[config.mk]
export PLATFORM = sky130hd
export DESIGN_NAME = mac_result_packer
export DESIGN_NICKNAME = d
export VERILOG_FILES = /design/src/rtl/mac_pkg.sv /design/src/rtl/mac_requant.sv /design/src/rtl/mac_result_packer.sv
export SDC_FILE = /design/constraint.sdc
export NUM_CORES = 1
export LEC_CHECK = 0
export CAP_MARGIN = 20
export CORE_MARGIN = 4
export CORE_UTILIZATION = 41
export DETAILED_ROUTE_END_ITERATION = 8
export GPL_TIMING_DRIVEN = 1
export PLACE_DENSITY_LB_ADDON = 0.2
export SKIP_CTS_REPAIR_TIMING = 1
export SLEW_MARGIN = 10
export SYNTH_ARGS = -nofsm -noshare
export SYNTH_HDL_FRONTEND = slang
export SYNTH_HIERARCHICAL = 1
export SYNTH_SLANG_ARGS = --single-unit
[constraint.sdc]
create_clock -name clk -period 5.77 [get_ports clk]
set_input_delay 1.4425 -clock clk [delete_from_list [all_inputs] [get_ports clk]]
set_output_delay 1.4425 -clock clk [all_outputs]
set_load 0.05 [all_outputs]
[src/rtl/mac_pkg.sv]
// -----------------------------------------------------------------------------
// mac_pkg
// Definitions shared by the MAC result path: the accumulator and output
// widths, the packer state type and the stream mode encodings.
// -----------------------------------------------------------------------------
package mac_pkg;

    // Accumulator width. It must match the MAC accumulator.
    localparam int ACC_W   = 24;
    // Output stream byte width.
    localparam int OUT_W   = 8;
    // Number of bytes in a raw stream.
    localparam int N_BYTES = ACC_W / OUT_W;

    // Packer states. IDLE means no snapshot is pending. SEND means a byte
    // is currently on offer.
    typedef enum logic {
        IDLE = 1'b0,
        SEND = 1'b1
    } state_t;

    // Stream modes, sampled together with an accepted snap.
    localparam logic MODE_RAW   = 1'b0;   // three raw bytes, LSB first
    localparam logic MODE_QUANT = 1'b1;   // one rounded, saturated byte

endpackage

[src/rtl/mac_requant.sv]
// -----------------------------------------------------------------------------
// mac_requant
// Purely combinational requantizer. It scales a signed accumulator value down
// to one signed byte: first it rounds to nearest (ties go toward +inf), then
// it saturates to the int8 range.
//
// Ports:
//   acc    in   ACC_W  signed accumulator value
//   shift  in   4      right-shift amount, 0..15
//   q      out  OUT_W  requantized byte
//   sat    out  1      result was clipped to 0x7F or 0x80
// -----------------------------------------------------------------------------
module mac_requant
    import mac_pkg::*;
(
    input  logic [ACC_W-1:0] acc,
    input  logic [3:0]       shift,
    output logic [OUT_W-1:0] q,
    output logic             sat
);

    // One extra bit so that adding the rounding bias to the most positive
    // accumulator value cannot overflow.
    localparam int MID_W = ACC_W + 1;

    localparam logic signed [MID_W-1:0] Q_MAX = MID_W'((2 ** (OUT_W - 1)) - 1);
    localparam logic signed [MID_W-1:0] Q_MIN = -MID_W'(2 ** (OUT_W - 1));

    logic signed [MID_W-1:0] acc_ext;
    logic signed [MID_W-1:0] bias;
    logic signed [MID_W-1:0] sum;
    logic signed [MID_W-1:0] r;

    always_comb begin
        // NOTE: every output of a combinational block gets a default value
        // first. A path that leaves a variable unassigned would infer a latch.
        bias = '0;
        q    = '0;
        sat  = 1'b0;

        acc_ext = {acc[ACC_W-1], acc};

        // Adding half an LSB of the result before the arithmetic shift gives
        // round-half-up. The shift floors toward -inf, so -0.5 becomes 0.
        if (shift != 4'd0) begin
            bias = MID_W'(1) << (shift - 4'd1);
        end

        sum = acc_ext + bias;
        r   = sum >>> shift;

        if (r > Q_MAX) begin
            q   = Q_MAX[OUT_W-1:0];
            sat = 1'b1;
        end else if (r < Q_MIN) begin
            q   = Q_MIN[OUT_W-1:0];
            sat = 1'b1;
        end else begin
            q   = r[OUT_W-1:0];
        end
    end

endmodule

[src/rtl/mac_result_packer.sv]
// -----------------------------------------------------------------------------
// mac_result_packer
// Captures the MAC accumulator on a snapshot request and streams the value
// out over a byte-wide valid/ready interface. The value goes out either as
// three raw bytes (LSB first) or as one requantized byte.
//
// Ports:
//   clk        in   1      system clock, rising edge
//   rst        in   1      synchronous active-high reset
//   acc_in     in   ACC_W  live accumulator from the MAC (signed)
//   snap       in   1      capture request, sampled every cycle
//   mode       in   1      0 = raw 3-byte, 1 = requantized 1-byte (on snap)
//   shift      in   4      requantization shift, 0..15 (on snap)
//   out_data   out  OUT_W  stream byte
//   out_valid  out  1      out_data holds a valid byte
//   out_ready  in   1      consumer accepts the byte
//   busy       out  1      a stream is in progress
//   sat        out  1      last requantized value was clipped (sticky)
//   drop       out  1      a snap arrived while busy (sticky)
// -----------------------------------------------------------------------------
module mac_result_packer
    import mac_pkg::state_t, mac_pkg::IDLE, mac_pkg::SEND,
           mac_pkg::MODE_RAW, mac_pkg::MODE_QUANT, mac_pkg::N_BYTES;
#(
    parameter int ACC_W = mac_pkg::ACC_W,
    parameter int OUT_W = mac_pkg::OUT_W
) (
    input  logic             clk,
    input  logic             rst,
    input  logic [ACC_W-1:0] acc_in,
    input  logic             snap,
    input  logic             mode,
    input  logic [3:0]       shift,
    output logic [OUT_W-1:0] out_data,
    output logic             out_valid,
    input  logic             out_ready,
    output logic             busy,
    output logic             sat,
    output logic             drop
);

    localparam logic [1:0] LAST_IDX = 2'(N_BYTES - 1);

    state_t           state;
    state_t           state_next;
    logic [1:0]       idx;
    logic [1:0]       idx_next;

    // Capture registers. The requantized byte is computed from the live
    // acc_in in the snap cycle. Because of that, shift never has to be held
    // past the capture.
    logic [ACC_W-1:0] acc_reg;
    logic             mode_reg;
    logic [OUT_W-1:0] quant_reg;
    logic             sat_reg;
    logic             drop_reg;

    logic [OUT_W-1:0] req_q;
    logic             req_sat;

    logic             accept;
    logic             xfer;
    logic             last_byte;

    mac_requant u_requant (
        .acc   (acc_in),
        .shift (shift),
        .q     (req_q),
        .sat   (req_sat)
    );

    assign out_valid = (state == SEND);
    assign busy      = (state != IDLE);
    assign sat       = sat_reg;
    assign drop      = drop_reg;

    // A snap is accepted only in IDLE. That includes the cycle after the
    // final transfer, but not the cycle of the final transfer itself.
    assign accept    = snap && (state == IDLE);
    assign xfer      = out_valid && out_ready;
    assign last_byte = (mode_reg == MODE_QUANT) || (idx == LAST_IDX);

    // Next-state and byte-index logic.
    always_comb begin
        state_next = state;
        idx_next   = idx;

        unique case (state)
            IDLE: begin
                if (accept) begin
                    state_next = SEND;
                    idx_next   = '0;
                end
            end
            SEND: begin
                if (xfer) begin
                    if (last_byte) begin
                        state_next = IDLE;
                        idx_next   = '0;
                    end else begin
                        idx_next   = idx + 2'd1;
                    end
                end
            end
            default: begin
                state_next = IDLE;
                idx_next   = '0;
            end
        endcase
    end

    // Output byte select. All of it comes from captured registers, so the
    // byte holds stable under backpressure. It reads zero while idle.
    always_comb begin
        out_data = '0;

        if (state == SEND) begin
            if (mode_reg == MODE_QUANT) begin
                out_data = quant_reg;
            end else begin
                unique case (idx)
                    2'd0:    out_data = acc_reg[OUT_W-1:0];
                    2'd1:    out_data = acc_reg[2*OUT_W-1:OUT_W];
                    default: out_data = acc_reg[3*OUT_W-1:2*OUT_W];
                endcase
            end
        end
    end

    always_ff @(posedge clk) begin
        // NOTE: sequential state uses non-blocking assignments only. All
        // registers then update together from values sampled before the edge.
        if (rst) begin
            state     <= IDLE;
            idx       <= '0;
            // NOTE: the capture registers are reset as well. This makes the
            // idle outputs well defined and keeps stale data from being
            // visible after reset.
            acc_reg   <= '0;
            mode_reg  <= MODE_RAW;
            quant_reg <= '0;
            sat_reg   <= 1'b0;
            drop_reg  <= 1'b0;
        end else begin
            state <= state_next;
            idx   <= idx_next;

            if (accept) begin
                acc_reg   <= acc_in;
                mode_reg  <= mode;
                quant_reg <= (mode == MODE_QUANT) ? req_q : '0;
                sat_reg   <= (mode == MODE_QUANT) && req_sat;
                drop_reg  <= 1'b0;
            end else if (snap) begin
                // A snap that is not accepted means the packer was busy. The
                // captured data is left alone.
                drop_reg  <= 1'b1;
            end
        end
    end

endmodule

==> impl_metrics.json, run 1 <==
{
  "crit_slowest_cell": "clkdlybuf4s50_1",
  "cts_made_buffers": 5,
  "leakage_nw": 2.918,
  "setup_tns_ns": 0,
  "cp.required_ns": 5.90,
  "power.total_mw": 1.134,
  "period_needed_ns": 5.638,
  "dieArea_um2": 14880,
  "syn_inst": 725,
  "slew_headroom_pct": 36.47,
  "place_ws_ns": -0.5586,
  "vias": 6586,
  "gp_congestion": 0.9242,
  "initial_core_util_pct": 42.03,
  "synth_area_um2": 5325,
  "grt_overflow": 0,
  "final_area_um2": 7453,
  "finalMaxSlewViolations": 0,
  "first_iter_violations": 537,
  "cp-end-kind": "register",
  "setup_viol": 0,
  "hold_viol": 0,
  "path_common_cell": "buf_4",
  "worstSetupPathType": "input pin to register",
  "ctsHtreeMaxLevel": 2,
  "synth-async-reset-ratio_pct": 0,
  "fin_util_pct": 58.82,
  "dpl_cell_area_um2": 6964,
  "outcome": "completed",
  "cts_root_buffer": "clkbuf_16",
  "synth-seq-cells": 38,
  "multiInputGateArea_um2": 4442,
  "synth_edf_count": 0,
  "drt_wl_total_mm": 22.09,
  "clock-sinks": 38,
  "ys_seq_area_share_pct": 14.29,
  "chipHeight_um": 122.0,
  "grt_pass1_wl_mm": 34.18,
  "post-route-period-util_pct": 97.71,
  "syn_avg_cell_area_um2": 7.345,
  "num_rows": 41,
  "antenna_cells": 0,
  "netlist-cell-type-count": 100,
  "ys_warn_count": 6,
  "die_x_um": 122.0,
  "finalNonFillerCells": 1078,
  "clk_pin_slew_ns": 0.05,
  "fp.coreArea_um2": 12670,
  "route.detailed.drc": 0,
  "hold-worst-slack_ns": 0.4464,
  "area_delta_synth_final_pct": 39.97,
  "regArea_um2": 760.7,
  "drive_gt1_share_pct": 36.75,
  "hold_path_class": "register to register",
  "slowest_delay_ns": 0.46,
  "fin_skew_ns": 0.002488,
  "grt_pass1_vias": 6337,
  "io_buffers": 44,
  "routedWlPerCell_um": 20.49,
  "nNetsFinal": 958,
  "antenna_left": 0,
  "timing.critical_path.from_type": "input pin",
  "grt_antenna_before_repair": 0,
  "peakVddDrop_mv": 0.1198,
  "synthesis.nets": 778,
  "track_usage_pct": 29.18,
  "drv_cap": 0,
  "crit_arrival_ns": 5.77,
  "cts_tree": "yes",
  "cts_buffer_depth": 2,
  "post-route-worst-setup-slack_ns": 0.1322,
  "crit_chain": "clkdlybuf4s50_1, buf_4, nor2_2, nand2_1, inv_1, ha_1, a211oi_4, o21ai_4, a211oi_4, buf_4, buf_4, o211a_2, nor2_2, a211oi_1, o221ai_1, a31oi_1, nand4_1, o31ai_4, buf_6, o211ai_1, nand3_1, a21oi_2",
  "drtPass1Iterations": 5,
  "power_density_nw_per_um2": 152.1,
  "dpl.cell_count": 1063,
  "hpwl_mm": 17.73,
  "pin_count": 45,
  "largest_reg_flops": 24,
  "nFillCells": 1214,
  "grt_max_degree": 39,
  "fmax_mhz": 177.4,
  "clk_latency_ns": 0.28,
  "tightest_slew_ns": 0.9529,
  "cp_max_fo": 8,
  "ys.flop_type": "dfxtp_1",
  "via_per_inst": 6.109
}
logic make-up (layout without fill, tap and decap cells):
kind of cell               after synthesis  count (layout)  share of synthesized area (%)
xor gates and xnor gates                20              20                          3.289
muxes                                   20              20                          4.793
DFF                                     38              38                          14.29
AOI/OAI and AO/OA                      266             266                          38.06
adders and majority gates               20              20                          4.840
other                                    1               1                        0.07042
buffers and inverters                   70             251                          7.566
and+or+nand+nor                        290             290                          27.09
layout by cell type, fill, tap and decap left out, types with 12 or more instances in the layout:
cell type        count
mux2i_1             15
clkdlybuf4s50_1     40
nand3_1             26
a21oi_2             31
nand2_1            100
a21oi_1             62
inv_1               13
dfxtp_1             38
buf_4              184
o211ai_1            16
nand2_2             24
ha_1                12
nand4_1             15
o21ai_0             28
nor3_1              16
nor2_1              54
cells in the mapped netlist (4+ instances only):
| master | count | area (um2) |
|---|---|---|
| nand2_1 | 103 | 386.6 |
| a31oi_1 | 6 | 37.54 |
| o21a_1 | 4 | 30.03 |
| o211a_1 | 4 | 40.04 |
| a21o_1 | 7 | 52.55 |
| or3_1 | 4 | 25.02 |
| mux2i_1 | 15 | 150.1 |
| a21oi_1 | 68 | 340.3 |
| and4_1 | 5 | 43.79 |
| buf_6 | 5 | 56.30 |
| o211ai_1 | 16 | 120.1 |
| o2111ai_1 | 5 | 43.79 |
| nand2_2 | 22 | 137.6 |
| dfxtp_1 | 38 | 760.7 |
| o21ai_0 | 28 | 140.1 |
| buf_1 | 6 | 22.52 |
| nor4_1 | 4 | 25.02 |
| a211o_1 | 6 | 52.55 |
| buf_2 | 14 | 70.07 |
| inv_1 | 13 | 48.80 |
| xnor2_1 | 10 | 87.58 |
| xor2_1 | 10 | 87.58 |
| nand3_1 | 26 | 130.1 |
| o21ai_1 | 8 | 40.04 |
| o221ai_1 | 6 | 52.55 |
| nor2_1 | 58 | 217.7 |
| clkbuf_1 | 17 | 63.81 |
| and2_1 | 5 | 31.28 |
| nor3_1 | 20 | 100.1 |
| nand4_1 | 15 | 93.84 |
| a21oi_2 | 25 | 219.0 |
| buf_4 | 11 | 82.58 |
| a221oi_1 | 12 | 105.1 |
| a211oi_1 | 9 | 67.56 |
| nand2b_1 | 4 | 25.02 |
| ha_1 | 19 | 237.7 |
| o31ai_1 | 6 | 45.04 |
report_power, final:
group          leakage, nW  internal [mW]  switching, mW
combinational         2.53          0.251          0.321
sequential           0.311          0.277         0.0125
clock               0.0739          0.171          0.102
routing by layer:
layer | GRT usage (%) | up-vias | wire [um]
met3 | 3.853 | 56 | 1304
met2 | 48.38 | 251 | 10350
li1 | - | 3089 | -
met4 | 13.52 | 0 | 903
met1 | 37.59 | 3190 | 9533
met5 | 0 | - | 0
area by class of cell:
| cell class | count | area share, % |
|---|---|---|
| Multi-Input combinational cell | 617 | 59.59 |
| Sequential cell | 38 | 10.21 |
| Timing Repair Buffer | 229 | 24.63 |
| Inverter | 14 | 0.7051 |
| Tap cell | 172 | 2.887 |
| Clock inverter | 1 | 0.06715 |
| Clock buffer | 7 | 1.914 |
worst paths after layout:
| check | startpoint | end | slack [ns] | cells past startpoint |
|---|---|---|---|---|
| worst min register to register | quant_reg[7] | quant_reg[7] | 0.45 | 2 |
| worst max register to register | busy | idx[1] | 3.93 | 3 |
| worst min-delay path | quant_reg[7] | quant_reg[7] | 0.45 | 2 |
| worst max-delay path | shift[3] | quant_reg[5] | 0.13 | 22 |
worst max-delay path: cells and delay by family:
family | cells | cell delay [ns]
adder cells (fa/ha/maj) | 1 | 0.32
AO/OA/AOI/OAI | 10 | 2.13
AND/OR/NAND/NOR | 5 | 0.64
buffers and inverters | 6 | 1.21
Power figures use the tool's default switching activity.
==> run 2: changes to the inputs <==
REMOVE_ABC_BUFFERS = 1   (was default)
==> run 2 against run 1 <==
Global-route usage up 0.66 points. Sequential power is essentially flat. Routed wire length grew 2.8%. Via count up 1.3%. Largest cell class unchanged. Highest routed layer unchanged. Worst setup slack gained 0.11 ns. Clock skew is 0.0013 ns higher. Hold slack better by 0.0059 ns. Power up 9.7%.
==> impl_metrics.json, run 2 (synthesis results as in run 1) <==
{
  "nFillCells": 1215,
  "crit_arrival_ns": 5.74,
  "cts_made_buffers": 5,
  "power_density_nw_per_um2": 161.2,
  "cp_max_fo": 6,
  "dpl.cell_count": 1065,
  "gp_congestion": 0.9974,
  "fmax_mhz": 181.0,
  "fp.coreArea_um2": 12670,
  "drt_wl_total_mm": 22.70,
  "tightest_slew_ns": 0.9317,
  "path_depth": 20,
  "pin_count": 45,
  "drtPass1Iterations": 5,
  "dieArea_um2": 14880,
  "die_x_um": 122.0,
  "peakVddDrop_mv": 0.09725,
  "slowest_delay_ns": 0.48,
  "period_needed_ns": 5.526,
  "grt_antenna_before_repair": 0,
  "fin_skew_ns": 0.003784,
  "rr_worst_depth": 3,
  "clk_pin_slew_ns": 0.06,
  "grt_pass1_wl_mm": 34.68,
  "finalMaxSlewViolations": 0,
  "first_iter_violations": 660,
  "num_rows": 41,
  "antenna_left": 0,
  "initial_core_util_pct": 42.03,
  "worstHoldPathCells": 2,
  "vias": 6673,
  "via_per_inst": 6.128,
  "routedWlPerCell_um": 20.85,
  "cts_root_buffer": "clkbuf_16",
  "route.detailed.drc": 0,
  "setup_viol": 0,
  "nNetsFinal": 969,
  "cts_buffer_depth": 2,
  "slew_headroom_pct": 37.89,
  "finalNonFillerCells": 1089,
  "chipHeight_um": 122.0,
  "cts_tree": "yes",
  "post-route-worst-setup-slack_ns": 0.2441,
  "cp-end-kind": "register",
  "grt_max_degree": 39,
  "crit_chain": "dlymetal6s2s_1, buf_12, buf_2, nor3_2, ha_2, inv_1, fa_2, nand2b_4, a21o_4, a21o_1, o21ai_1, a211o_1, o2111ai_1, a32oi_1, nand4_1, nor3b_4, a31oi_4, o31ai_2, nand3_1, a21oi_2",
  "crit_slowest_cell": "a32oi_1",
  "largest_reg_flops": 24,
  "area_delta_synth_final_pct": 44.92,
  "reg2reg_slack_ns": 3.85,
  "cp.required_ns": 5.98,
  "place_ws_ns": -0.6369,
  "leakage_nw": 3.028,
  "drv_cap": 0,
  "clock-sinks": 38,
  "cp_top_family": "compound AO/OA/AOI/OAI gates",
  "fin_util_pct": 60.91,
  "drive_gt1_share_pct": 38.82,
  "final_common_cell": "buf_4",
  "antenna_cells": 0,
  "hold_viol": 0,
  "worstSetupPathType": "input pin to register",
  "timing.critical_path.from_type": "input pin",
  "critical_path_buf_inv_count": 4,
  "hold_path_class": "register to register",
  "hpwl_mm": 18.00,
  "track_usage_pct": 29.85,
  "grt_overflow": 0,
  "grt_pass1_vias": 6262,
  "outcome": "completed",
  "io_buffers": 44,
  "post-route-period-util_pct": 95.77,
  "ctsHtreeMaxLevel": 2,
  "layout_common_cells": "191 x buf_4, 99 x nand2_1, 64 x a21oi_1",
  "clk_latency_ns": 0.29,
  "rsz0062_at_grt": "false"
}
run 2: cell types whose count changed in the layout (fill, tap and decap cells not counted), moves of 3 or more:
cell     delta
nor2_1      -3
a21oi_2     -5
buf_4       +7
a21oi_4     +3
run 2: path summary, 6_finish.rpt:
| check | from | end |
|---|---|---|
| worst min-delay path | quant_reg[2] | quant_reg[2] |
| worst min register to register | quant_reg[2] | quant_reg[2] |
| worst max-delay path | shift[3] | quant_reg[6] |
| worst max register to register | busy | idx[0] |
run 2: worst register-to-register path: stages, from the launching register on:
cell and delay, ns:
dfxtp_1 0.67, nand2b_2 0.85, nand3_1 0.15, a21oi_1 0.18
run 2: routing by layer:
layer / vias to the layer above / track usage (%) / share of wire, %
met5: - / 0 / 0
met4: 0 / 10.64 / 3.3
met3: 47 / 3.157 / 6.5
met2: 301 / 49.69 / 47
met1: 3206 / 40.03 / 43
li1: 3119 / - / -
run 2: final cells by class:
cell class	count	area (um2)	share of cell area [%]
Inverter	14	52.55	0.6809
Sequential cell	38	760.7	9.857
Clock inverter	2	60.06	0.7782
Clock buffer	6	138.9	1.800
Multi-Input combinational cell	617	4552	58.98
Timing Repair Buffer	240	1938	25.11
Tap cell	172	215.2	2.789
run 2: through the flow:
step	instance area (um2)	total power [mW]	hold WS (ns)	setup TNS, ns
3_5_place_dp	6992	0.8268	0.4460	-4.394
6_report	7717	1.244	0.4523	0
3_3_place_gp	6992	0.8250	0.4416	-4.759
2_1_floorplan	4975	0.5640	0.4222	0
5_1_grt	7717	1.290	0.4743	0
4_1_cts	7191	1.193	0.4524	-2.103
run 2: power by group:
part | total (mW) | switching [mW] | internal [mW]
clock | 0.369 | 0.109 | 0.259
combinational | 0.586 | 0.330 | 0.256
sequential | 0.289 | 0.0127 | 0.277
total | 1.24 | 0.452 | 0.792
==> run 3: changes to the inputs <==
GPL_ROUTABILITY_DRIVEN = 0   (was default)
==> run 3 against run 2 <==
Core utilization is 1.5 points lower. Worst setup slack worse by 0.013 ns. Design area is 2.5% lower. Hold slack better by 0.0063 ns. Critical path depth is 1 lower. Clock skew is 0.00058 ns higher. Routed wire length is 5.0% lower. Via count hardly changed. Register-to-register slack worse by 0.07 ns. Die area stayed put. Global-route usage is 2.6 points lower. Largest cell class unchanged.
==> impl_metrics.json, run 3 (synthesis results as in run 1) <==
{
  "worstSetupPathType": "input pin to register",
  "cts_buffer_depth": 2,
  "fmax_mhz": 180.6,
  "cp-end-kind": "register",
  "hp-start": "quant_reg[4]",
  "power_switching_mw": 0.4400,
  "routedWlPerCell_um": 20.29,
  "leakage_nw": 2.910,
  "grt_antenna_before_repair": 0,
  "hold_viol": 0,
  "io_buffers": 44,
  "switching_share_pct": 39.16,
  "r2r_start": "busy",
  "largest_reg_flops": 24,
  "cp.required_ns": 5.90,
  "multiInputGateArea_um2": 4587,
  "cp_max_fo": 10,
  "power_frac_clock_pct": 22.6,
  "grt_max_degree": 39,
  "final_area_um2": 7523,
  "vias": 6672,
  "rsz0062_at_grt": "false",
  "die_x_um": 122.0,
  "clk_latency_ns": 0.28,
  "regArea_um2": 760.7,
  "crit_arrival_ns": 5.66,
  "initial_core_util_pct": 42.03,
  "route.detailed.drc": 0,
  "first_iter_violations": 1021,
  "antenna_cells": 0,
  "timing.critical_path.from_type": "input pin",
  "final_common_cell": "buf_4",
  "layout_common_cells": "161 x buf_4, 97 x nand2_1, 57 x a21oi_1",
  "area_delta_synth_final_pct": 41.28,
  "grt_overflow": 0,
  "post-route-period-util_pct": 95.99,
  "drv_cap": 0,
  "cts_root_buffer": "clkbuf_16",
  "crit_path_start": "shift[2]",
  "dpl_cell_area_um2": 6769,
  "combPwrFrac_pct": 51.6,
  "dieArea_um2": 14880,
  "grt_pass1_wl_mm": 32.22,
  "drive_gt1_share_pct": 38.27,
  "track_usage_pct": 27.26,
  "power_density_nw_per_um2": 149.3,
  "pin_count": 45,
  "place_ws_ns": -0.5171,
  "slew_headroom_pct": 36.10,
  "cts_tree": "yes",
  "power.total_mw": 1.123,
  "power.internal_mw": 0.6834,
  "peakVddDrop_mv": 0.1022,
  "pwr-share-seq_pct": 25.7,
  "outcome": "completed",
  "hpwl_mm": 16.45,
  "ctsHtreeMaxLevel": 2,
  "tightest_slew_ns": 0.9585,
  "fp.coreArea_um2": 12670,
  "clock-sinks": 38,
  "hold_path_class": "register to register",
  "chipHeight_um": 122.0,
  "drtPass1Iterations": 6,
  "fin_skew_ns": 0.004360,
  "nFillCells": 1162,
  "num_rows": 41,
  "setup_viol": 0,
  "finalMaxSlewViolations": 0,
  "clk_pin_slew_ns": 0.05,
  "grt_pass1_vias": 6113,
  "drt_wl_total_mm": 21.56,
  "antenna_left": 0,
  "setup_tns_ns": 0,
  "nNetsFinal": 944,
  "via_per_inst": 6.277,
  "post-route-worst-setup-slack_ns": 0.2315,
  "period_needed_ns": 5.538,
  "cts_made_buffers": 5
}
## run 3: cell count changes in the layout (fill, tap and decap cells not counted), sizes merged
cell	change
clkbuf	+1
bufinv	-2
buf	-25
## run 3: path summary, 6_finish.rpt
kind / slack (ns) / depth (start not counted) / endpoint
worst max-delay path: 0.23 / 19 / quant_reg[5]
worst min-delay path: 0.46 / 2 / quant_reg[4]
worst max register to register: 3.78 / 3 / idx[0]
worst min register to register: 0.46 / 2 / quant_reg[4]
## run 3: metrics by stage
| stage | util [%] | hold WS, ns | std cells |
|---|---|---|---|
| finish | 59.38 | 0.4586 | 1063 |
| global route | 59.38 | 0.4709 | 1063 |
| CTS | 54.47 | 0.4569 | 1044 |
| detailed placement | 53.42 | 0.4496 | 1037 |
| global placement | 53.42 | 0.4403 | 1037 |
| floorplan | - | 0.4222 | 669 |
## run 3: power by group through the flow
stage	clock network (mW)	logic, mW	registers, mW
2_1_floorplan	0	0.267	0.297
3_3_place_gp	0	0.503	0.294
3_5_place_dp	0	0.509	0.294
4_1_cts	0.257	0.512	0.289
5_1_grt	0.269	0.614	0.291
6_report	0.254	0.580	0.289
## run 3: layout make-up
cell class                 count  share of cell area, %
multi-input combinational    617                  60.97
clock buffer                   7                  1.763
tap                          172                  2.860
inverter                      14                 0.6985
sequential                    38                  10.11
timing repair buffer         215                  23.60
## run 3: metal layers
| layer | wire, um | part of all wire (%) | GRT usage, % |
|---|---|---|---|
| met4 | 963 | 4.5 | 10.29 |
| met5 | 0 | 0 | 0 |
| met3 | 1816 | 8.4 | 1.671 |
| met1 | 8814 | 41 | 37.13 |
| met2 | 9969 | 46 | 45.30 |
## run 3: critical path: stages
cell and delay [ns]:
dlymetal6s2s_1 0.25, buf_4 0.29, nand2_1 0.11, nor2_1 0.23, ha_1 0.32, a21oi_1 0.22
nor2_1 0.08, or4_1 0.47, a21oi_1 0.24, nor3_4 0.13, a2111oi_4 0.56, mux2i_2 0.17
o21ba_2 0.31, a31oi_4 0.10, o31ai_4 0.26, buf_6 0.17, o211ai_1 0.11, nand3_1 0.11
a21oi_2 0.06
